## src/rtl/mem_port_arbiter_if.sv

```systemverilog
// mem_port_arbiter_if: fetch/data request ports and memory command bus of the arbiter
interface mem_port_arbiter_if;
  logic        if_req;
  logic [31:0] if_addr;
  logic        if_ready;
  logic [31:0] if_rdata;
  logic        d_req;
  logic        d_we;
  logic [31:0] d_addr;
  logic [31:0] d_wdata;
  logic        d_ready;
  logic [31:0] d_rdata;
  logic        mem_valid;
  logic        mem_we;
  logic [31:0] mem_addr;
  logic [31:0] mem_wdata;
  logic [31:0] mem_rdata;
  logic        busy;
  modport master (
    output if_req, if_addr, d_req, d_we, d_addr, d_wdata, mem_rdata,
    input  if_ready, if_rdata, d_ready, d_rdata, mem_valid, mem_we, mem_addr, mem_wdata, busy
  );
  modport slave (
    input  if_req, if_addr, d_req, d_we, d_addr, d_wdata, mem_rdata,
    output if_ready, if_rdata, d_ready, d_rdata, mem_valid, mem_we, mem_addr, mem_wdata, busy
  );
endinterface

```

## src/rtl/mem_port_arbiter.sv

```systemverilog
// mem_port_arbiter: shares one fixed-latency memory between fetch and data, data first with fetch starvation guard
module mem_port_arbiter #(
  parameter int MEM_LATENCY  = 4,
  parameter int STARVE_LIMIT = 3
) (
  input logic clk,
  input logic reset,
  mem_port_arbiter_if.slave bus
);
  localparam logic [1:0] IDLE = 2'd0, ISSUE = 2'd1, WAIT = 2'd2, DONE = 2'd3;
  localparam logic [3:0] LAT = 4'(MEM_LATENCY), LIM = 4'(STARVE_LIMIT);
  logic [1:0]  state_q, state_d;
  logic [3:0]  cnt_q, cnt_d, starve_q, starve_d;
  logic        grant_d_q, grant_d_d;
  logic        if_ready_q, if_ready_d, d_ready_q, d_ready_d;
  logic [31:0] if_rdata_q, if_rdata_d, d_rdata_q, d_rdata_d;
  logic        mem_valid_q, mem_valid_d, mem_we_q, mem_we_d, busy_q, busy_d;
  logic [31:0] mem_addr_q, mem_addr_d, mem_wdata_q, mem_wdata_d;
  logic        grant, win_d, last;
  always_comb begin
    grant       = state_q == IDLE && (bus.if_req || bus.d_req);
    win_d       = bus.d_req && !(bus.if_req && starve_q == LIM);
    last        = state_q == WAIT && cnt_q == 4'd1;
    state_d     = state_q == IDLE  ? (grant ? ISSUE : IDLE) :
                  state_q == ISSUE ? WAIT :
                  state_q == WAIT  ? (last ? DONE : WAIT) : IDLE;
    cnt_d       = state_q == ISSUE ? LAT : state_q == WAIT ? cnt_q - 4'd1 : cnt_q;
    grant_d_d   = grant ? win_d : grant_d_q;
    starve_d    = !grant ? starve_q :
                  !win_d ? 4'd0 :
                  (bus.if_req && starve_q < LIM) ? starve_q + 4'd1 : starve_q;
    mem_valid_d = grant;
    mem_we_d    = grant ? win_d && bus.d_we : mem_we_q;
    mem_addr_d  = grant ? (win_d ? bus.d_addr : bus.if_addr) : mem_addr_q;
    mem_wdata_d = grant && win_d ? bus.d_wdata : mem_wdata_q;
    if_rdata_d  = last && !mem_we_q && !grant_d_q ? bus.mem_rdata : if_rdata_q;
    d_rdata_d   = last && !mem_we_q && grant_d_q ? bus.mem_rdata : d_rdata_q;
    if_ready_d  = last && !grant_d_q;
    d_ready_d   = last && grant_d_q;
    busy_d      = state_d != IDLE;
  end
  always_ff @(posedge clk) begin
    if (reset) begin
      state_q     <= IDLE;
      cnt_q       <= 4'd0;
      starve_q    <= 4'd0;
      grant_d_q   <= 1'b0;
      if_ready_q  <= 1'b0;
      d_ready_q   <= 1'b0;
      if_rdata_q  <= 32'd0;
      d_rdata_q   <= 32'd0;
      mem_valid_q <= 1'b0;
      mem_we_q    <= 1'b0;
      mem_addr_q  <= 32'd0;
      mem_wdata_q <= 32'd0;
      busy_q      <= 1'b0;
    end else begin
      state_q     <= state_d;
      cnt_q       <= cnt_d;
      starve_q    <= starve_d;
      grant_d_q   <= grant_d_d;
      if_ready_q  <= if_ready_d;
      d_ready_q   <= d_ready_d;
      if_rdata_q  <= if_rdata_d;
      d_rdata_q   <= d_rdata_d;
      mem_valid_q <= mem_valid_d;
      mem_we_q    <= mem_we_d;
      mem_addr_q  <= mem_addr_d;
      mem_wdata_q <= mem_wdata_d;
      busy_q      <= busy_d;
    end
  end
  assign bus.if_ready  = if_ready_q;
  assign bus.if_rdata  = if_rdata_q;
  assign bus.d_ready   = d_ready_q;
  assign bus.d_rdata   = d_rdata_q;
  assign bus.mem_valid = mem_valid_q;
  assign bus.mem_we    = mem_we_q;
  assign bus.mem_addr  = mem_addr_q;
  assign bus.mem_wdata = mem_wdata_q;
  assign bus.busy      = busy_q;
endmodule

```

## src/flat_wrapper.sv

```systemverilog
// flat-port wrapper written by rule: the top's interface ports become plain ports
module mem_port_arbiter_flat 
#(
  parameter int MEM_LATENCY  = 4,
  parameter int STARVE_LIMIT = 3
)
  (clk, reset, bus_if_req, bus_if_addr, bus_d_req, bus_d_we, bus_d_addr, bus_d_wdata, bus_mem_rdata, bus_if_ready, bus_if_rdata, bus_d_ready, bus_d_rdata, bus_mem_valid, bus_mem_we, bus_mem_addr, bus_mem_wdata, bus_busy);
  mem_port_arbiter_if bus_i ();
  input logic clk;
  input logic reset;
  input wire logic [$bits(bus_i.if_req)-1:0] bus_if_req;
  input wire logic [$bits(bus_i.if_addr)-1:0] bus_if_addr;
  input wire logic [$bits(bus_i.d_req)-1:0] bus_d_req;
  input wire logic [$bits(bus_i.d_we)-1:0] bus_d_we;
  input wire logic [$bits(bus_i.d_addr)-1:0] bus_d_addr;
  input wire logic [$bits(bus_i.d_wdata)-1:0] bus_d_wdata;
  input wire logic [$bits(bus_i.mem_rdata)-1:0] bus_mem_rdata;
  output wire logic [$bits(bus_i.if_ready)-1:0] bus_if_ready;
  output wire logic [$bits(bus_i.if_rdata)-1:0] bus_if_rdata;
  output wire logic [$bits(bus_i.d_ready)-1:0] bus_d_ready;
  output wire logic [$bits(bus_i.d_rdata)-1:0] bus_d_rdata;
  output wire logic [$bits(bus_i.mem_valid)-1:0] bus_mem_valid;
  output wire logic [$bits(bus_i.mem_we)-1:0] bus_mem_we;
  output wire logic [$bits(bus_i.mem_addr)-1:0] bus_mem_addr;
  output wire logic [$bits(bus_i.mem_wdata)-1:0] bus_mem_wdata;
  output wire logic [$bits(bus_i.busy)-1:0] bus_busy;
  assign bus_i.if_req = bus_if_req;
  assign bus_i.if_addr = bus_if_addr;
  assign bus_i.d_req = bus_d_req;
  assign bus_i.d_we = bus_d_we;
  assign bus_i.d_addr = bus_d_addr;
  assign bus_i.d_wdata = bus_d_wdata;
  assign bus_i.mem_rdata = bus_mem_rdata;
  assign bus_if_ready = bus_i.if_ready;
  assign bus_if_rdata = bus_i.if_rdata;
  assign bus_d_ready = bus_i.d_ready;
  assign bus_d_rdata = bus_i.d_rdata;
  assign bus_mem_valid = bus_i.mem_valid;
  assign bus_mem_we = bus_i.mem_we;
  assign bus_mem_addr = bus_i.mem_addr;
  assign bus_mem_wdata = bus_i.mem_wdata;
  assign bus_busy = bus_i.busy;
  mem_port_arbiter #(.MEM_LATENCY(MEM_LATENCY), .STARVE_LIMIT(STARVE_LIMIT)) u_core (.clk(clk), .reset(reset), .bus(bus_i));
endmodule
```

## config.mk

```make
export PLATFORM = sky130hd
export DESIGN_NAME = mem_port_arbiter_flat
export DESIGN_NICKNAME = d
export VERILOG_FILES = /design/src/rtl/mem_port_arbiter_if.sv /design/src/rtl/mem_port_arbiter.sv /design/src/flat_wrapper.sv
export SDC_FILE = /design/constraint.sdc
export NUM_CORES = 1
export LEC_CHECK = 0
export CORE_UTILIZATION = 44
export CTS_BUF_LIST = sky130_fd_sc_hd__clkbuf_8
export DETAILED_ROUTE_END_ITERATION = 7
export PLACE_DENSITY = 0.8
export SKIP_LAST_GASP = 1
export SLEW_MARGIN = 20
export SYNTH_ARGS = -nofsm -noshare
export SYNTH_HDL_FRONTEND = slang
export SYNTH_SLANG_ARGS = --single-unit
```

## constraint.sdc

```tcl
create_clock -name clk -period 2.5 [get_ports clk]
set_input_delay 0.5 -clock clk [delete_from_list [all_inputs] [get_ports clk]]
set_output_delay 0.5 -clock clk [all_outputs]
set_load 0.005 [all_outputs]
```

# Word level (Yosys, flattened, before mapping)
# Cells that the tools add are included.
[op_classes]
muxes = 10
n_addsub = 2
reduce_logical = 21
eq_ne = 5
magnitude_cmp = 1
[op_table]
columns = ["operator", "n"]
rows = [
  ["32-bit 2-to-1 mux", 1],
  ["1-bit logical AND", 12],
  ["4-bit 2-to-1 mux", 2],
  ["2-bit 2-to-1 mux", 3],
  ["3-bit 2-to-1 mux", 2],
  ["4-bit by 1-bit adder with 4-bit output, second input constant", 1],
  ["4-bit by 1-bit == test with 1-bit output, second input constant", 1],
  ["4-bit by 2-bit == test with 1-bit output, second input constant", 1],
  ["4-bit by 2-bit less-than comparator with 1-bit output, second input constant", 1],
  ["2-bit nonzero test", 2],
  ["4-bit by 1-bit subtractor with 4-bit output, second input constant", 1],
  ["1-bit logical NOT", 3],
  ["2-bit by 1-bit == test with 1-bit output, second input constant", 1],
  ["2-bit == test, second input constant", 1],
  ["2-bit logical NOT", 1],
  ["1-bit 2-to-1 mux", 2],
  ["2-bit != test, second input constant", 1],
  ["2-bit AND reduction", 1],
  ["2-bit OR reduction", 1],
  ["1-bit logical OR", 1],
]
[word_totals]
wordCells = 53
reg_bits = 144

# Depth between registers and ports, before layout
# Gate-level depths: netlist of the first run.
[depth]
word_depth = 7
depth_mapped = 8
mapped_depth_nobuf = 5

# Worst setup path before layout of the first run
# Ideal clock, no wire load.
[synth_timing]
path_type = "register to register"
from = "register u_core.state_q[0]"
to = "register u_core.if_rdata_q[1], in the netlist u_core.bus.if_rdata[1]"
n_path_buf = 3
path_stages_with_launch = 9
arrival_ns = 1.627
required_time_ns = 2.384
setup_slack_ns = 0.758
path_cell_list = "dfxtp_1 -> inv_1 -> ha_1 -> nand4bb_1 -> buf_2 -> or3_1 -> buf_2 -> buf_6 -> a31o_1"
[synth_via]
elab_chain_cells = 4
[synth_rtl]
columns = ["item", "line", "source"]
rows = [
  ["start, declared", "mem_port_arbiter.sv:12", "logic [1:0] state_q, state_d;"],
  ["start signal, assigned", "mem_port_arbiter.sv:58", "state_q <= state_d;"],
  ["2-bit == test", "mem_port_arbiter.sv:23", "last = state_q == WAIT && cnt_q == 4'd1;"],
  ["1-bit logical AND", "mem_port_arbiter.sv:23", ""],
  ["1-bit logical AND (2 in a row)", "mem_port_arbiter.sv:36", "if_rdata_d = last && !mem_we_q && !grant_d_q ? bus.mem_rdata : if_rdata_q;"],
  ["end signal, assigned", "mem_port_arbiter.sv:64", "if_rdata_q <= if_rdata_d;"],
  ["end, declared", "mem_port_arbiter.sv:16", "logic [31:0] if_rdata_q, if_rdata_d, d_rdata_q, d_rdata_d;"],
]
# Every way passes these cells.
# A chain may end at the register's enable or synchronous reset.

# Worst setup path in the final report of the first run
[layout_timing]
from = "register u_core.state_q[0]"
to = "register u_core.if_rdata_q[31], in the netlist u_core.bus.if_rdata[31]"
# Same word-level chain as after synthesis.

==> results of run 1 <==
[kinds of logic (layout without fill, tap and decap cells)]
group | after synthesis | in the layout | synth area share, %
flops | 144 | 144 | 46.2
mux | 32 | 32 | 5.13
fa+ha+maj | 6 | 6 | 1.20
simple gates | 190 | 190 | 18.9
xor+xnor | 2 | 2 | 0.281
buf+inv | 116 | 354 | 7.78
compound gates | 146 | 146 | 20.5
[registers in the layout (all words and copies together), names as in the netlist]
name,count
u_core.bus.if_rdata,32
u_core.bus.mem_addr,32
u_core.bus.mem_wdata,32
u_core.bus.mem_valid,1
u_core.state_q,2
u_core.bus.d_ready,1
u_core.grant_d_q,1
u_core.bus.mem_we,1
u_core.cnt_q,4
u_core.bus.d_rdata,32
u_core.bus.busy,1
u_core.starve_q,4
u_core.bus.if_ready,1
[cells in the mapped netlist]
cell / n / share of area, %
a211oi_1: 2 / 0.24
nand2b_1: 32 / 3.2
nor3_1: 3 / 0.24
mux2i_1: 32 / 5.1
nor3b_1: 2 / 0.24
buf_2: 13 / 1.0
nor4b_1: 1 / 0.14
a32oi_1: 1 / 0.14
or3_1: 2 / 0.20
nor2_1: 5 / 0.30
a21boi_0: 1 / 0.12
or2_2: 1 / 0.10
nand4b_1: 1 / 0.14
nor2b_1: 2 / 0.20
a21oi_1: 3 / 0.24
nand4_1: 1 / 0.10
o21a_1: 1 / 0.12
a31oi_1: 2 / 0.20
and4_1: 32 / 4.5
buf_4: 3 / 0.36
nand2_1: 36 / 2.2
nand4bb_1: 2 / 0.36
a311oi_1: 32 / 4.5
ha_1: 6 / 1.2
o21ai_0: 5 / 0.40
dfxtp_1: 144 / 46
and3b_1: 1 / 0.14
a2111oi_0: 1 / 0.14
and2_1: 2 / 0.20
a32o_1: 1 / 0.16
o21ai_2: 1 / 0.14
clkbuf_1: 58 / 3.5
nor4_1: 33 / 3.3
a31o_2: 28 / 3.9
a311o_1: 32 / 5.1
inv_1: 38 / 2.3
xnor2_1: 2 / 0.28
buf_6: 3 / 0.54
a31o_1: 36 / 5.1
buf_1: 1 / 0.060
and3_1: 34 / 3.4
[layout make-up]
type                    count  area [µm²]
clock buffers              20         275
clock inverters            11         209
fillers                  1077        4430
inverters                  38         144
multi-input cells         376        2890
flip-flops and latches    144        2880
well taps                 180         225
repair buffers            285        2820
[critical path, cell delays in order (launching register included)]
cell and delay, ns:
dfxtp_1 0.33, inv_1 0.08, ha_1 0.29, nand4bb_1 0.20, or3_1 0.57, buf_12 0.25
a31o_2 0.24
[per-stage QoR]
step                TNS (ns)  power, W  hold WS (ns)  cells  setup slack (ns)
floorplan                  0   0.00306         0.451    636             0.758
global placement      -0.962   0.00366         0.441   1023           -0.0377
detailed placement         0   0.00370         0.447   1023             0.274
CTS                        0   0.00592         0.360   1054             0.420
global route               0   0.00612         0.396   1054             0.283
finish                     0   0.00589         0.403   1054             0.428
[per-layer routing]
metal,share of wire [%],track usage [%],vias to the layer above
met4,1.8,8.72,0
met1,41,30.2,2959
met5,0,0,-
met2,50,47.2,310
met3,8.0,7.38,31
li1,-,-,2845
[where the power goes]
group          leakage (nW)  internal, W  switching, W  total [W]
sequential             1.17      0.00245     0.0000888    0.00253
clock                 0.248      0.00136      0.000877    0.00224
combinational          2.06     0.000622      0.000500    0.00112
total                  3.48      0.00443       0.00147    0.00589
[worst max path at each step]
stage | from | to | slack (ns)
after floorplan | u_core.state_q[0] | u_core.bus.if_rdata[1] | 0.76
after global placement | bus_if_req | u_core.bus.mem_addr[20] | -0.04
after detailed placement | bus_if_req | u_core.bus.mem_addr[20] | 0.27
after CTS | u_core.state_q[0] | u_core.bus.if_rdata[0] | 0.42
after global routing | u_core.state_q[0] | u_core.bus.if_rdata[0] | 0.28
final | u_core.state_q[0] | u_core.bus.if_rdata[31] | 0.43
==> run_results.csv, run 1 <==
group,metric,value,unit
outcome,status,"completed",
clock_network,numCtsBuffers,17,
power_and_ir_drop,peakVddDrop,330,µV
flow_run,cap_violations,0,
clock_network,cts_buffer_depth,2,
sta,drv_slew,0,
routing,dr_total_vias,6145,
grt,grt_usage,26.5,%
die,io_pins,266,
routing,first_pass_iters,5,
place,place.gp.congestion,0.852,
place,dp_hpwl,13.5,mm
grt,grt_pass1_wl,30.5,mm
finish,antenna_cells,0,
die,dieArea,14700,µm²
finish,final_core_util,68.1,%
clock_network,clkTransAtPathRegs,0.08,ns
hold_path,whs_path_depth,2,
routing,ant_nets,0,
finish,layout_common_cells,"clkdlybuf4s50_1, dfxtp_1, inv_1, nand2_1, a31o_1",
setup_path,arrival,2.41,ns
power_and_ir_drop,p_leak,3.48,nW
hold_path,hold_end,"u_core.state_q[1]",
clock_network,postCtsSetupRepairBufs,0,
finish,drive_gt1_share,9.95,%
synthesis,synth_nets,775,
hold_path,hold_start,"reset",
setup_path,worstSetupPathType,"reg -> reg",
clock_network,clk_latency,0.45,ns
synthesis,ys_warn_count,0,
finish,design_area,9450,µm²
sta,fmax,483,MHz
setup_path,worst_r2r_startpoint,"u_core.state_q[0]",
grt,grt_antenna_before_repair,0,
grt,grt_pass1_vias,6001,
clock_network,cts-hold-fix-buffers,0,
die,initial_core_util,45.0,%
clock_network,h-tree-depth,4,
sta,relSlewSlack,48.6,%
clock_network,clock_sinks,144,
sta,worst_pin_slew,0.769,ns
setup_path,r2r_slack,0.43,ns
setup_path,cp.required,2.84,ns
routing,vias_per_cell,5.83,
setup_path,r2r-end,"u_core.bus.if_rdata[31]",
sta,rsz0062_at_grt,"false",
synthesis,netlist_area,6240,µm²
die,core_area,13900,µm²
sta,setup-violations-final,0,
routing,drc,0,
setup_path,endpoint_kind,"flip-flop",
finish,nNetsFinal,1001,
routing,routedWlPerCell,18.7,µm
die,die-width,121,µm
routing,drt_wl_total,19.7,mm
sta,hold_viol,0,
synthesis,synth-seq-cells,144,
synthesis,syn_avg_cell_area,9.82,µm²
place,post_dp_cell_area,8960,µm²
die,die-height,121,µm
sta,min_period_over_period,82.9,%
grt,gr-total-overflow,0,
synthesis,yosysSeqAreaShare,46.2,%
setup_path,path_max_fanout,21,
hold_path,hp-class,"in -> reg",
setup_path,reg2regPathDepth,6,
clock_network,cts_tree,"done",
finish,area_delta_synth_final,51.3,%
die,rows,43,
routing,first_iter_violations,600,
clock_network,post_cts_resized,0,
power_and_ir_drop,power_density,624,nW/µm²
grt,grt_max_degree,65,
setup_path,critPathLaunchType,"flip-flop",
sta,skew,0.0130,ns
clock_network,cts-root-buf,"clkbuf_8",
sta,fin_crit,2.07,ns
finish,final_common_cell,"clkdlybuf4s50_1",
synthesis,ys_types,41,
synthesis,synth_cells,636,
place,portBuffers,265,
(Power assumes the default switching activity.)
==> run 2, diff against run 1 <==
==> constraint.sdc (replaced) <==
create_clock -name clk -period 2.1 [get_ports clk]
set_input_delay 0.42 -clock clk [delete_from_list [all_inputs] [get_ports clk]]
set_output_delay 0.42 -clock clk [all_outputs]
set_load 0.005 [all_outputs]
==> run 2 against run 1 <==
  * Fmax up 9.5%
  * Clock power up 11%
  * Final area up 1.0%
  * Critical endpoint is now u_core.bus.if_rdata[0]
  * Largest cell class is now non-clock buffers
  * Setup slack worse by 0.22 ns
  * First-iteration DRC count down 6.2%
==> run_results.csv, run 2 (same netlist as run 1, synthesis figures left out) <==
group,metric,value,unit
outcome,status,"completed",
setup_path,r2r_slack,0.21,ns
die,dieArea,14700,µm²
clock_network,clkTransAtPathRegs,0.07,ns
setup_path,endpoint_kind,"flip-flop",
routing,first_pass_iters,5,
power_and_ir_drop,internal_power,0.00514,W
routing,vias_per_cell,5.86,
routing,ant_nets,0,
grt,gr-total-overflow,0,
die,die-width,121,µm
finish,nNetsFinal,1011,
finish,area_delta_synth_final,52.8,%
routing,dr_total_vias,6243,
sta,fmax,528,MHz
setup_path,critPathBufInv,2,
routing,routedWlPerCell,18.7,µm
setup_path,critPathLaunchType,"flip-flop",
routing,first_iter_violations,563,
grt,grt_pass1_wl,31.0,mm
setup_path,crit_chain,"inv_1 > ha_1 > nand4bb_1 > or3_1 > buf_4 > a31o_2",
setup_path,crit_family,"simple AND/OR/NAND/NOR gates",
routing,drt_wl_total,19.9,mm
finish,layout_common_cells,"clkdlybuf4s50_1, dfxtp_1, inv_1, nand2_1, a31o_1",
place,placedCellCount,1033,
power_and_ir_drop,peakVddDrop,381,µV
die,rows,43,
grt,grt_usage,27.1,%
clock_network,clk_latency,0.45,ns
die,core_area,13900,µm²
clock_network,numCtsBuffers,17,
clock_network,post_cts_resized,0,
power_and_ir_drop,power_density,723,nW/µm²
sta,worst_pin_slew,0.434,ns
clock_network,cts_buffer_depth,2,
place,portBuffers,265,
clock_network,h-tree-depth,4,
flow_run,cap_violations,0,
routing,drc,0,
setup_path,slowest_delay,0.38,ns
clock_network,cts_tree,"done",
sta,skew,0.00969,ns
finish,final_common_cell,"clkdlybuf4s50_1",
hold_path,hp-class,"in -> reg",
setup_path,cp_slowest_cell,"or3_1",
die,initial_core_util,45.0,%
finish,fin_cells,1065,
power_and_ir_drop,clkPwrFrac,36.1,%
sta,rsz0062_at_grt,"false",
setup_path,cp.required,2.44,ns
clock_network,cts-hold-fix-buffers,0,
power_and_ir_drop,combinationalPowerShare,20.1,%
power_and_ir_drop,pwr-share-seq,43.8,%
clock_network,postCtsSetupRepairBufs,0,
setup_path,worstSetupPathType,"reg -> reg",
place,place.gp.congestion,0.844,
sta,setup-violations-final,0,
finish,drive_gt1_share,11.0,%
sta,drv_slew,0,
sta,relSlewSlack,70.8,%
die,die-height,121,µm
setup_path,path_max_fanout,21,
sta,hold_viol,0,
grt,grt_max_degree,46,
setup_path,arrival,2.23,ns
grt,grt_pass1_vias,6179,
grt,grt_antenna_before_repair,0,
finish,antenna_cells,0,
sta,min_period_over_period,90.1,%
power_and_ir_drop,power.share.switching,25.5,%
clock_network,clock_sinks,144,
power_and_ir_drop,p_leak,3.52,nW
finish,final_core_util,68.7,%
clock_network,cts-root-buf,"clkbuf_8",
die,io_pins,266,
place,dp_hpwl,13.9,mm
power_and_ir_drop,power,0.00690,W
sta,fin_crit,1.89,ns
power_and_ir_drop,p_switching,0.00176,W
==> run 2: cell types whose count changed in the layout (fill, tap and decap cells not counted), moves of 2 or more <==
cell / before / now
buf_12: 2 / 6
buf_4: 18 / 24
bufinv_16: 6 / 4
clkbuf_8: 20 / 22
clkinv_2: 5 / 3
clkinvlp_4: 0 / 3
==> run 2: cell type report <==
| class | count | area (µm²) |
|---|---|---|
| multi-input combinational | 376 | 2890 |
| inverter | 38 | 144 |
| clock buffer | 22 | 303 |
| sequential | 144 | 2880 |
| timing repair buffer | 295 | 2940 |
| fill | 1038 | 4340 |
| clock inverter | 10 | 156 |
| tap | 180 | 225 |
==> run 2: worst register-to-register path: stages (launching register included) <==
cell	delay, ns
dfxtp_1	0.32
inv_1	0.08
ha_1	0.28
nand4bb_1	0.24
or3_1	0.38
buf_4	0.22
a31o_2	0.27
==> run 2: path summary, 6_finish.rpt <==
path                          start                      to  depth (start not counted)
min                           reset       u_core.state_q[1]                          2
max reg2reg       u_core.state_q[0]  u_core.bus.if_rdata[0]                          6
max               u_core.state_q[0]  u_core.bus.if_rdata[0]                          6
min reg2reg  u_core.bus.d_rdata[18]  u_core.bus.d_rdata[18]                          2
==> run 2: per-layer routing <==
layer	share of wire, %	global-route usage, %	vias up	wire length (µm)
li1	-	-	2872	-
met1	40	31.6	3019	7900
met2	49	45.5	310	9760
met3	8.1	8.08	42	1620
met4	3.0	12.5	0	603
met5	0	0	-	0
==> run 2: stage by stage <==
stage	area [µm²]	setup TNS [ns]	worst slack, ns	hold slack, ns
6_report	9540	0	0.208	0.279
5_1_grt	9540	0	0.0520	0.273
4_1_cts	9540	0	0.167	0.254
3_5_place_dp	9080	-0.0165	-0.0165	0.449
3_3_place_gp	9080	0	0.0162	0.441
2_1_floorplan	6240	0	0.358	0.451
==> run 2: power groups by stage <==
stage / Clock, W / Combinational [W] / Sequential, W
6_report: 0.00249 / 0.00139 / 0.00302
3_5_place_dp: 0 / 0.00137 / 0.00308
4_1_cts: 0.00253 / 0.00138 / 0.00302
3_3_place_gp: 0 / 0.00133 / 0.00307
5_1_grt: 0.00266 / 0.00148 / 0.00304
2_1_floorplan: 0 / 0.000576 / 0.00307
